--- src/rtl/riscv_core_fetch_queue_pkg.sv ---
// Shared core constants and the fetch-queue entry type.
package riscv_core_fetch_queue_pkg;

  localparam logic [31:0] RESET_VECTOR = 32'h0008_0000;
  localparam int          FQ_DEPTH     = 4;
  localparam int          EPOCH_W      = 1;

  typedef struct packed {
    logic [31:0] pc;
    logic [31:0] inst;
  } fq_entry_t;

endpackage

--- src/rtl/riscv_core_fetch_queue_storage.sv ---
// DEPTH x 64-bit entry array: one synchronous write port, one asynchronous read port.
module riscv_core_fetch_queue_storage
  import riscv_core_fetch_queue_pkg::*;
#(
  parameter int DEPTH = FQ_DEPTH,
  parameter int PW    = $clog2(DEPTH)
) (
  input  logic            clk,
  input  logic            i_we,
  input  logic [PW-1:0]   i_waddr,
  input  fq_entry_t       i_wdata,
  input  logic [PW-1:0]   i_raddr,
  output fq_entry_t       o_rdata
);

  fq_entry_t r_mem [DEPTH];

  // Entry write; contents are intentionally not reset.
  always_ff @(posedge clk) begin
    if (i_we) begin
      r_mem[i_waddr] <= i_wdata;
    end
  end

  assign o_rdata = r_mem[i_raddr];

endmodule

--- src/rtl/riscv_core_fetch_queue.sv ---
// Fetch-to-Decode decoupling queue with epoch-based squash of stale imem responses.
// Optional same-cycle empty-queue bypass is enabled by defining RISCV_FETCHQ_BYPASS_EN.
module riscv_core_fetch_queue
  import riscv_core_fetch_queue_pkg::*;
#(
  parameter int DEPTH = FQ_DEPTH
) (
  input  logic                     clk,
  input  logic                     reset,
  input  logic                     i_enq_val,
  output logic                     o_enq_rdy,
  input  logic [31:0]              i_enq_pc,
  input  logic [31:0]              i_enq_inst,
  input  logic [EPOCH_W-1:0]       i_enq_epoch,
  output logic                     o_deq_val,
  input  logic                     i_deq_rdy,
  output logic [31:0]              o_deq_pc,
  output logic [31:0]              o_deq_inst,
  input  logic                     i_flush,
  output logic [EPOCH_W-1:0]       o_cur_epoch,
  output logic [$clog2(DEPTH):0]   o_count
);

  localparam int PW = $clog2(DEPTH);
  localparam int CW = PW + 1;
  localparam logic [CW-1:0] FULL_CNT = CW'(DEPTH);
  localparam logic [CW-1:0] ZERO_CNT = CW'(0);
  localparam logic [CW-1:0] ONE_CNT  = CW'(1);
  localparam logic [PW-1:0] ZERO_PTR = PW'(0);
  localparam logic [PW-1:0] ONE_PTR  = PW'(1);

  logic [PW-1:0]      r_head;
  logic [PW-1:0]      r_tail;
  logic [CW-1:0]      r_count;
  logic [EPOCH_W-1:0] r_epoch;

  logic               w_enq_rdy;
  logic               w_empty;
  logic               w_enq_fire;
  logic               w_byp;
  logic               w_deq_val;
  logic               w_deq_q;
  logic               w_we;
  logic [CW-1:0]      w_count_nxt;
  fq_entry_t          w_wdata;
  fq_entry_t          w_rdata;

  // enq_rdy depends only on registered occupancy, never on deq_rdy.
  assign w_enq_rdy = (r_count != FULL_CNT) && !reset;
  assign w_empty   = (r_count == ZERO_CNT);
  assign w_wdata   = '{pc: i_enq_pc, inst: i_enq_inst};

  // Handshake qualification, bypass selection and head presentation.
  always_comb begin
    w_enq_fire = i_enq_val && w_enq_rdy && !i_flush && (i_enq_epoch == r_epoch);
`ifdef RISCV_FETCHQ_BYPASS_EN
    w_byp = w_empty && w_enq_fire;
`else
    w_byp = 1'b0;
`endif
    w_deq_val = (!w_empty || w_byp) && !i_flush && !reset;
    w_deq_q   = !w_empty && !i_flush && !reset && i_deq_rdy;
    // A bypassed entry consumed this cycle never touches storage.
    w_we      = w_enq_fire && !(w_byp && i_deq_rdy);
    if (w_byp) begin
      o_deq_pc   = i_enq_pc;
      o_deq_inst = i_enq_inst;
    end else begin
      o_deq_pc   = w_rdata.pc;
      o_deq_inst = w_rdata.inst;
    end
  end

  // Next occupancy from the write/dequeue pair.
  always_comb begin
    case ({w_we, w_deq_q})
      2'b10:   w_count_nxt = r_count + ONE_CNT;
      2'b01:   w_count_nxt = r_count - ONE_CNT;
      default: w_count_nxt = r_count;
    endcase
  end

  // Pointer, occupancy and epoch state; flush outranks all traffic.
  always_ff @(posedge clk) begin
    if (reset) begin
      r_head  <= ZERO_PTR;
      r_tail  <= ZERO_PTR;
      r_count <= ZERO_CNT;
      r_epoch <= {EPOCH_W{1'b0}};
    end else if (i_flush) begin
      r_head  <= ZERO_PTR;
      r_tail  <= ZERO_PTR;
      r_count <= ZERO_CNT;
      r_epoch <= ~r_epoch;
    end else begin
      r_head  <= w_deq_q ? (r_head + ONE_PTR) : r_head;
      r_tail  <= w_we    ? (r_tail + ONE_PTR) : r_tail;
      r_count <= w_count_nxt;
      r_epoch <= r_epoch;
    end
  end

  riscv_core_fetch_queue_storage #(
    .DEPTH (DEPTH),
    .PW    (PW)
  ) u_storage (
    .clk     (clk),
    .i_we    (w_we),
    .i_waddr (r_tail),
    .i_wdata (w_wdata),
    .i_raddr (r_head),
    .o_rdata (w_rdata)
  );

  assign o_enq_rdy   = w_enq_rdy;
  assign o_deq_val   = w_deq_val;
  assign o_cur_epoch = r_epoch;
  assign o_count     = r_count;

endmodule

--- config.mk ---
export PLATFORM = sky130hd
export DESIGN_NAME = riscv_core_fetch_queue
export DESIGN_NICKNAME = d
export VERILOG_FILES = /design/src/rtl/riscv_core_fetch_queue_pkg.sv /design/src/rtl/riscv_core_fetch_queue_storage.sv /design/src/rtl/riscv_core_fetch_queue.sv
export SDC_FILE = /design/constraint.sdc
export NUM_CORES = 1
export LEC_CHECK = 0
export CORE_MARGIN = 3
export CORE_UTILIZATION = 54
export DETAILED_ROUTE_END_ITERATION = 8
export PLACE_DENSITY_LB_ADDON = 0.12
export SLEW_MARGIN = 20
export SYNTH_ARGS = -nofsm -noshare
export SYNTH_HDL_FRONTEND = slang
export SYNTH_HIERARCHICAL = 1
export SYNTH_SLANG_ARGS = --single-unit
--- constraint.sdc ---
create_clock -name clk -period 8.5 [get_ports clk]
set_input_delay 0.85 -clock clk [delete_from_list [all_inputs] [get_ports clk]]
set_output_delay 0.85 -clock clk [all_outputs]
set_load 0.02 [all_outputs]
Word-level counts from Yosys, hierarchy flattened
Memory sizes are Yosys's and may differ from the RTL's. A register that Yosys moved wholly into a read port is not among the register bits.
Index checks and enable logic that the tools add are counted.
- register bits: 8
- RAM bits: 256
- output and inout port bits: 70
- word-level logic and storage cells: 32
- memories: 1
- memories (name ; words ; width ; rd ports ; clocked after memory_dff ; wr ports ; RTL line ; RTL):
    u_storage.r_mem ; 4 ; 64 ; 1 ; 1 ; 1 ; riscv_core_fetch_queue_storage.sv:16 ; fq_entry_t r_mem [DEPTH];
- $add $sub $neg: 4
- equal/unequal tests: 4
- multiplexer cells: 5
- bitwise operators: 1
- reductions and logical operators: 13
- operator list (kind ; count):
    1-bit logical AND ; 7
    3-bit case mux with 2 select lines ; 1
    2-bit by 1-bit adder with 2-bit output (second input constant) ; 2
    2-bit two-way mux ; 2
    3-bit by 1-bit adder with 3-bit output (second input constant) ; 1
    1-bit logical NOT ; 3
    3-bit logical NOT ; 1
    3-bit != test (second input constant) ; 1
    3-bit by 1-bit subtractor with 3-bit output (second input constant) ; 1
    2-bit by 1-bit == test with 1-bit output (second input constant) ; 1
    2-bit == test (second input constant) ; 1
    1-bit two-way mux ; 2
    2-bit nonzero test ; 1
    2-bit OR reduction ; 1
    1-bit == test ; 1
    1-bit inverter ; 1

Longest topological paths before layout
Gate-level depths: netlist of run 1.
- word-level depth: 7
- depth in mapped cells: 9
- depth with buffers taken out: 8

Cells and area by module
Netlist of run 1, hierarchy kept.
- by module, submodules not included (module ; times used ; cells each ; area each (sq um) ; sequential area each (sq um)):
    riscv_core_fetch_queue_storage ; 1 ; 338 ; 9341.5 ; 7687.4
    riscv_core_fetch_queue ; 1 ; 49 ; 427.9 ; 160.2

Worst setup path after synthesis of run 1
OpenSTA, ideal clock, no wires.
- path kind: input -> register
- from: input port i_enq_epoch
- to: memory u_storage/r_mem[0][0] (netlist bit) (enable)
- setup time: 0.578 ns
- data arrival time: 5.970 ns
- required time: 7.922 ns
- slack: 1.952 ns
- stages on the path: 4
- cells stage by stage: xnor2_1 nand4_1 inv_1 nor3b_1
- cells in the longest elaborated chain, start to end: 4
- ends and longest elaborated chain (what ; RTL line ; RTL):
    start, declared ; riscv_core_fetch_queue.sv:14 ; input logic [EPOCH_W-1:0] i_enq_epoch,
    1-bit == test ; riscv_core_fetch_queue.sv:55 ; w_enq_fire = i_enq_val && w_enq_rdy && !i_flush && (i_enq_epoch == r_epoch);
    1-bit logical AND ; riscv_core_fetch_queue.sv:55 ;
    named net w_enq_fire ; riscv_core_fetch_queue.sv:39 ; logic w_enq_fire;
    1-bit two-way mux ; riscv_core_fetch_queue_storage.sv:20 ; if (i_we) begin
    1-bit two-way mux (implied by the code) ; riscv_core_fetch_queue_storage.sv:21 ; r_mem[i_waddr] <= i_wdata;
    end, declared ; riscv_core_fetch_queue_storage.sv:16 ;
The timed path passes the listed nets, and every way through them passes these cells.

==> impl_metrics.csv, run 1 <==
group,metric,value,unit
detailed_routing,route.antenna.remaining_nets,0,
synthesis,synth.avg_cell_area,25.2,µm²
clock_tree,quantity_of_gates_resized_following_cts,0,
timing,setup_violations,0,
synthesis,synth.ff_latch_count,264,
cells_and_area,antenna_cells,0,
synthesis,synth-async-reset-ratio,0,%
setup_path,worst-setup-path-type,"flop to output port",
detailed_routing,route.detailed.drc,0,
global_route,grt_max_degree,66,
timing,fin_worst_skew,0.0174,ns
setup_path,critical_path.endpoint_type,"output port",
global_route,via_count_of_the_first_global_routing_pass,4710,
clock_tree,post-cts-setup-buffers,0,
placed_design,place_hpwl,9700,µm
clock_tree,clock_sinks,264,
power_and_ir_drop,power_switching_share,18.8,%
clock_tree,cts_inserted_buffers,27,
clock_tree,cts-root-buf,"sky130_fd_sc_hd__clkbuf_16",
cells_and_area,regArea,0.00786,mm²
timing,number_of_pins_with_negative_max_slew_slack_in_the_final_report,0,
cells_and_area,final_area,0.0121,mm²
setup_path,reg2regPathDepth,5,
placed_design,globalplace.congestion,0.724,
detailed_routing,drt_iter0_markers,351,
synthesis,yosysWarnings,6,
power_and_ir_drop,combPwrFrac,3.7,%
die,die_height,141,µm
setup_path,crit_path_cell_trace,"buf_4, mux4_1, clkdlybuf4s50_1",
timing,min_period_over_period,47.3,%
synthesis,synth.distinct_cells,32,
timing,max_freq,0.248,GHz
cells_and_area,n_fill_cell,1064,
timing,final.min_clock_period,4.02,ns
power_and_ir_drop,static-leakage-power,3.78,nW
power_and_ir_drop,ir_worst_vdd,0.159,mV
setup_path,startpoint_type,"flop",
placed_design,placed_area,0.0113,mm²
timing,final_hold_viol_count,0,
cells_and_area,finish.net_count,616,
cells_and_area,multi_input_area,0.00175,mm²
setup_path,crit_path_max_fanout,39,
hold_path,worst_hold_path_type,"flop to flop",
power_and_ir_drop,power.switching,0.489,mW
setup_path,timing.critical_path.depth,3,
clock_tree,cts_htree_levels,1,
global_route,grt_usage,17.7,%
detailed_routing,detail_route.vias_per_cell,5.56,
die,core-area,0.0175,mm²
timing,timing_worst_slew_pin_value,1.02,ns
global_route,grt_antenna_before_repair,0,
clock_tree,cts_buffer_depth,3,
clock_tree,clock_tree_from_tritoncts,"yes",
hold_path,worst_hold_path_stage_count,2,
detailed_routing,vias,4390,
die,effective_utilization_at_floorplan,55.9,%
die,design.die.area,0.0197,mm²
power_and_ir_drop,power.density,214,mW/mm²
synthesis,synthesis.area,0.00977,mm²
run_status,status,"finished clean",
power_and_ir_drop,p_total,2.60,mW
cells_and_area,syn2layout_area_growth,24.3,%
setup_path,critical_path.slowest_cell,"sky130_fd_sc_hd__dfxtp_4",
power_and_ir_drop,share_clk_of_total_power,40.8,%
global_route,overflow,0,
setup_path,timing.critical_path.slowest_cell_delay,0.86,ns
clock_tree,clock_insertion_delay_worst_skew,0.52,ns
timing,setup_repair_after_global_routing_missed_its_margin,"false",
synthesis,synth-main-ff-cell,"sky130_fd_sc_hd__edfxtp_1",
setup_path,crit_arrival,3.17,ns
die,num_io_pins,140,
synthesis,syn-num-nets,459,
detailed_routing,wire_per_inst,21.5,µm
global_route,grt_pass1_wl,27000,µm
die,placement_rows,48,
run,max_cap_violations,0,
synthesis,synth_edf_count,256,
setup_path,critical_path_buf_inv_count,2,
timing,slew-limit-headroom,32.2,%
placed_design,io_buffer_count,139,
clock_tree,cts_hold_repair.buffers,0,
timing,fin_hold_ws,0.546,ns
synthesis,seq_area_frac_synth,80.3,%
detailed_routing,routed_wl,16900,µm
power_and_ir_drop,intPower,2.11,mW
setup_path,critPathTopFamily,"buffers and inverters",
synthesis,syn-instance-count,387,
setup_path,crit_required,7.65,ns
power_and_ir_drop,p_seq_share,55.5,%
timing,total_negative_setup_slack,0,ns
die,die_w,141,µm
cells_and_area,proportion_of_layout_cells_with_a_drive_suffix_above_1,19.9,%
detailed_routing,drtPass1Iterations,4,
clock_tree,clk_pin_slew,0.05,ns
## Yosys cell counts, types with 3 or more instances
library cell	number	area, µm²
sky130_fd_sc_hd__buf_12	6	120
sky130_fd_sc_hd__nor2_1	9	33.8
sky130_fd_sc_hd__or3_1	3	18.8
sky130_fd_sc_hd__mux4_1	4	105
sky130_fd_sc_hd__buf_2	6	30.0
sky130_fd_sc_hd__xor2_1	4	35.0
sky130_fd_sc_hd__mux4_2	60	1350
sky130_fd_sc_hd__dfxtp_1	8	160
sky130_fd_sc_hd__inv_1	4	15.0
sky130_fd_sc_hd__edfxtp_1	256	7690
## worst min-delay path, delay by kind of cell (launching register included)
family           cells  cell delay (ns)
AND/OR/NAND/NOR      1             0.07
multiplexers         1             0.07
flip-flops           1             0.35
## path summary, 6_finish.rpt
check / startpoint / end / slack (ns)
max: r_head[0]$_SDFFE_PP0P_ / o_deq_inst[0] / 4.48
min: r_tail[1]$_SDFFE_PP0P_ / r_tail[1]$_SDFFE_PP0P_ / 0.55
max reg2reg: o_cur_epoch$_SDFFE_PP0P_ / u_storage/r_mem[2][56]$_DFFE_PP_ / 6.14
min reg2reg: r_tail[1]$_SDFFE_PP0P_ / r_tail[1]$_SDFFE_PP0P_ / 0.55
## metal layers
layer	vias to the layer above	GRT usage [%]	wire length, µm
li1	1971	-	-
met1	2257	24.6	6840
met2	136	28.9	8610
met3	26	4.34	1170
met4	0	4.54	316
met5	-	0	0
## power groups by stage
stage | Sequential [mW] | Clock (mW) | Combinational [mW]
3_5_place_dp | 1.47 | 0 | 0.0967
6_report | 1.44 | 1.06 | 0.0958
3_3_place_gp | 1.47 | 0 | 0.0938
4_1_cts | 1.44 | 1.09 | 0.0973
2_1_floorplan | 1.47 | 0 | 0.0306
5_1_grt | 1.44 | 1.15 | 0.103
## final cells by class
type	instances	share of cell area, %
well taps	225	2.32
flip-flops and latches	264	64.7
multi-input cells	104	14.4
clock inverters	12	0.536
repair buffers	143	11.7
clock buffers	37	6.20
inverters	4	0.124
## cell families (layout without fill, tap and decap cells)
family	count (synthesis)	in the layout	share of synthesized area, %
flops	264	264	80.3
mux	66	66	15.1
simple gates	25	25	1.47
buf+inv	19	196	1.90
xor+xnor	6	6	0.538
compound gates	5	5	0.320
fa+ha+maj	2	2	0.333
## placed cells by master (no fill, tap or decap), types with 2 or more instances in the layout
master	count
sky130_fd_sc_hd__a21oi_1	2
sky130_fd_sc_hd__and3b_4	2
sky130_fd_sc_hd__buf_4	4
sky130_fd_sc_hd__clkbuf_1	6
sky130_fd_sc_hd__clkbuf_16	27
sky130_fd_sc_hd__clkbuf_8	4
sky130_fd_sc_hd__clkdlybuf4s50_1	139
sky130_fd_sc_hd__clkinv_1	4
sky130_fd_sc_hd__clkinv_2	5
sky130_fd_sc_hd__dfxtp_1	6
sky130_fd_sc_hd__dfxtp_4	2
sky130_fd_sc_hd__edfxtp_1	256
sky130_fd_sc_hd__inv_1	4
sky130_fd_sc_hd__mux2i_1	2
sky130_fd_sc_hd__mux4_1	4
sky130_fd_sc_hd__mux4_2	60
sky130_fd_sc_hd__nand2_1	2
sky130_fd_sc_hd__nor2_1	9
sky130_fd_sc_hd__or3_1	3
sky130_fd_sc_hd__xnor2_1	2
sky130_fd_sc_hd__xor2_1	4
## flip-flops by register name, indices dropped and copies added, names as in the netlist
signal	flops
o_count	3
o_cur_epoch	1
r_head	2
r_tail	2
u_storage/r_mem	256
## stage by stage
stage,std cells,utilization (%),setup slack (ns)
final,789,69.5,4.48
after global routing,789,69.5,4.16
after CTS,789,69.5,4.35
after detailed placement,740,64.8,4.90
after global placement,740,64.8,4.89
after floorplan,387,-,1.95
Power figures use the tool's default switching activity.
==> run 2: changes to the inputs <==
- CORE_UTILIZATION: 54 -> 49
- clock period: 8.5 -> 3.3 ns (I/O delays scaled with it)
==> run 2 against run 1 <==
  * Non-clock buffer count increased by 8
  * Core utilization decreased by 6.6 points
  * Total power increased to 2.5 times the previous value
  * Die area increased by 9.8%
  * Sequential power increased to 2.6 times the previous value
  * Worst setup slack got worse by 4.1 ns
  * Clock power increased by 150%
  * Sequential share of layout area decreased by 0.76 points
  * Clock-buffer cell count decreased by 1
  * Critical path depth unchanged
  * Final cell count increased by 6.0%
  * Sequential cell count unchanged
  * Critical path type unchanged
==> impl_metrics.csv, run 2 (synthesis results as in run 1) <==
group,metric,value,unit
setup_path,crit_required,2.97,ns
detailed_routing,wire_per_inst,21.4,µm
global_route,grt_antenna_before_repair,0,
die,die_w,147,µm
hold_path,whs_endpoint,"u_storage/r_mem[3][27]$_DFFE_PP_",
clock_tree,cts_hold_repair.buffers,0,
setup_path,worst-setup-path-type,"flop to output port",
cells_and_area,n_fill_cell,1386,
detailed_routing,route.detailed.drc,0,
clock_tree,post-cts-setup-buffers,0,
detailed_routing,vias,4456,
cells_and_area,registers.top_by_ff_count,"u_storage/r_mem",
hold_path,worst_hold_startpoint,"i_enq_inst[27]",
hold_path,worst_hold_path_type,"input port to flop",
setup_path,timing.critical_path.slowest_cell_delay,0.62,ns
cells_and_area,finalCoreUtilization,62.9,%
setup_path,startpoint_type,"flop",
cells_and_area,finish.net_count,624,
timing,timing_worst_slew_pin_value,0.475,ns
cells_and_area,layout.cells.most_common,"sky130_fd_sc_hd__edfxtp_1",
timing,fin_worst_skew,0.0111,ns
clock_tree,cts_buffer_depth,3,
setup_path,regToRegSetupSlack,0.99,ns
setup_path,crit_path_cell_trace,"buf_4, mux4_2, clkdlybuf4s50_1",
placed_design,globalplace.congestion,0.710,
detailed_routing,route.antenna.remaining_nets,0,
die,num_io_pins,140,
clock_tree,clk_pin_slew,0.06,ns
clock_tree,cts-root-buf,"sky130_fd_sc_hd__clkbuf_16",
global_route,grt_pass1_wl,28000,µm
clock_tree,clock_tree_from_tritoncts,"yes",
hold_path,worst_hold_path_stage_count,1,
global_route,overflow,0,
global_route,via_count_of_the_first_global_routing_pass,4868,
timing,number_of_pins_with_negative_max_slew_slack_in_the_final_report,0,
setup_path,critical_path_buf_inv_count,2,
timing,setup_violations,0,
power_and_ir_drop,p_total,6.58,mW
setup_path,crit_path_max_fanout,20,
setup_path,critPathTopFamily,"buffers and inverters",
setup_path,rr_endpoint,"o_count[2]$_SDFFE_PP0P_",
timing,total_negative_setup_slack,0,ns
cells_and_area,largest_register_ff_count,256,
timing,min_period_over_period,87.3,%
global_route,grt_max_degree,65,
setup_path,reg2regPathDepth,8,
placed_design,place_hpwl,10800,µm
cells_and_area,final_area,0.0123,mm²
detailed_routing,routed_wl,17900,µm
die,design.die.area,0.0217,mm²
setup_path,crit_arrival,2.55,ns
power_and_ir_drop,static-leakage-power,3.81,nW
detailed_routing,drtPass1Iterations,4,
global_route,grt_usage,16.8,%
clock_tree,clock_sinks,264,
cells_and_area,syn2layout_area_growth,25.8,%
timing,max_freq,0.347,GHz
die,effective_utilization_at_floorplan,50.0,%
die,die_height,147,µm
power_and_ir_drop,power.density,535,mW/mm²
placed_design,io_buffer_count,139,
detailed_routing,detail_route.vias_per_cell,5.33,
clock_tree,clock_insertion_delay_worst_skew,0.50,ns
cells_and_area,proportion_of_layout_cells_with_a_drive_suffix_above_1,19.8,%
run,max_cap_violations,0,
clock_tree,quantity_of_gates_resized_following_cts,0,
setup_path,critical_path.endpoint_type,"output port",
detailed_routing,drt_iter0_markers,206,
die,core-area,0.0195,mm²
setup_path,critical_path.reg2reg.startpoint,"o_count[2]$_SDFFE_PP0P_",
clock_tree,cts_inserted_buffers,27,
timing,setup_repair_after_global_routing_missed_its_margin,"false",
clock_tree,cts_htree_levels,1,
setup_path,critical_path.slowest_cell,"sky130_fd_sc_hd__dfxtp_4",
placed_design,placed_area,0.0115,mm²
power_and_ir_drop,ir_worst_vdd,0.393,mV
timing,final_hold_viol_count,0,
run_status,status,"finished clean",
timing,final.min_clock_period,2.88,ns
die,placement_rows,51,
timing,slew-limit-headroom,68.3,%
cells_and_area,layout_common_cells,"256 x sky130_fd_sc_hd__edfxtp_1, 139 x sky130_fd_sc_hd__clkdlybuf4s50_1, 60 x sky130_fd_sc_hd__mux4_2, 27 x sky130_fd_sc_hd__clkbuf_16",
[run 2: cell types whose count changed in the layout (fill, tap and decap cells not counted), sizes merged]
cell	change
buf	+8
clkinvlp	-1
diode	+1
clkbuf	-1
inv	-1
clkinv	+1
[run 2: final cells by class]
type	instances	area [µm²]	area share [%]
antenna	1	2.50	0.0204
inverter	4	15.0	0.122
timing repair buffer	151	1570	12.8
multi-input combinational	104	1760	14.3
tap	265	332	2.70
sequential	264	7860	63.9
clock buffer	36	709	5.77
clock inverter	11	47.5	0.387
[run 2: layer usage]
| metal | routed length, µm | track usage (%) |
|---|---|---|
| met1 | 7620 | 23.1 |
| met2 | 9020 | 28.2 |
| met3 | 1010 | 3.67 |
| met4 | 230 | 3.54 |
| met5 | 0 | 0 |
[run 2: metrics by stage]
step	setup WS, ns	std cells	hold slack, ns
after floorplan	0.254	387	0.402
after global placement	0.751	788	0.543
after detailed placement	0.684	788	0.553
after CTS	0.347	835	0.430
after global routing	0.274	835	0.432
final	0.420	836	0.452
[run 2: report_power, final]
part	switching (mW)	internal, mW
registers	0.00921	3.70
clock network	1.12	1.49
logic	0.114	0.139
total	1.24	5.34
[run 2: how the worst max path moves through the flow]
stage          cells after the start                         endpoint  slack [ns]                    start
2_1_floorplan                      4  u_storage/r_mem[0][0]$_DFFE_PP_        0.25  o_count[0]$_SDFFE_PP0P_
4_1_cts                            3                   o_deq_inst[10]        0.35   r_head[0]$_SDFFE_PP0P_
3_5_place_dp                       9          o_count[2]$_SDFFE_PP0P_        0.68                  i_flush
5_1_grt                            3                   o_deq_inst[10]        0.27   r_head[0]$_SDFFE_PP0P_
6_report                           3                   o_deq_inst[10]        0.42   r_head[0]$_SDFFE_PP0P_
3_3_place_gp                       9          o_count[2]$_SDFFE_PP0P_        0.75                  i_flush
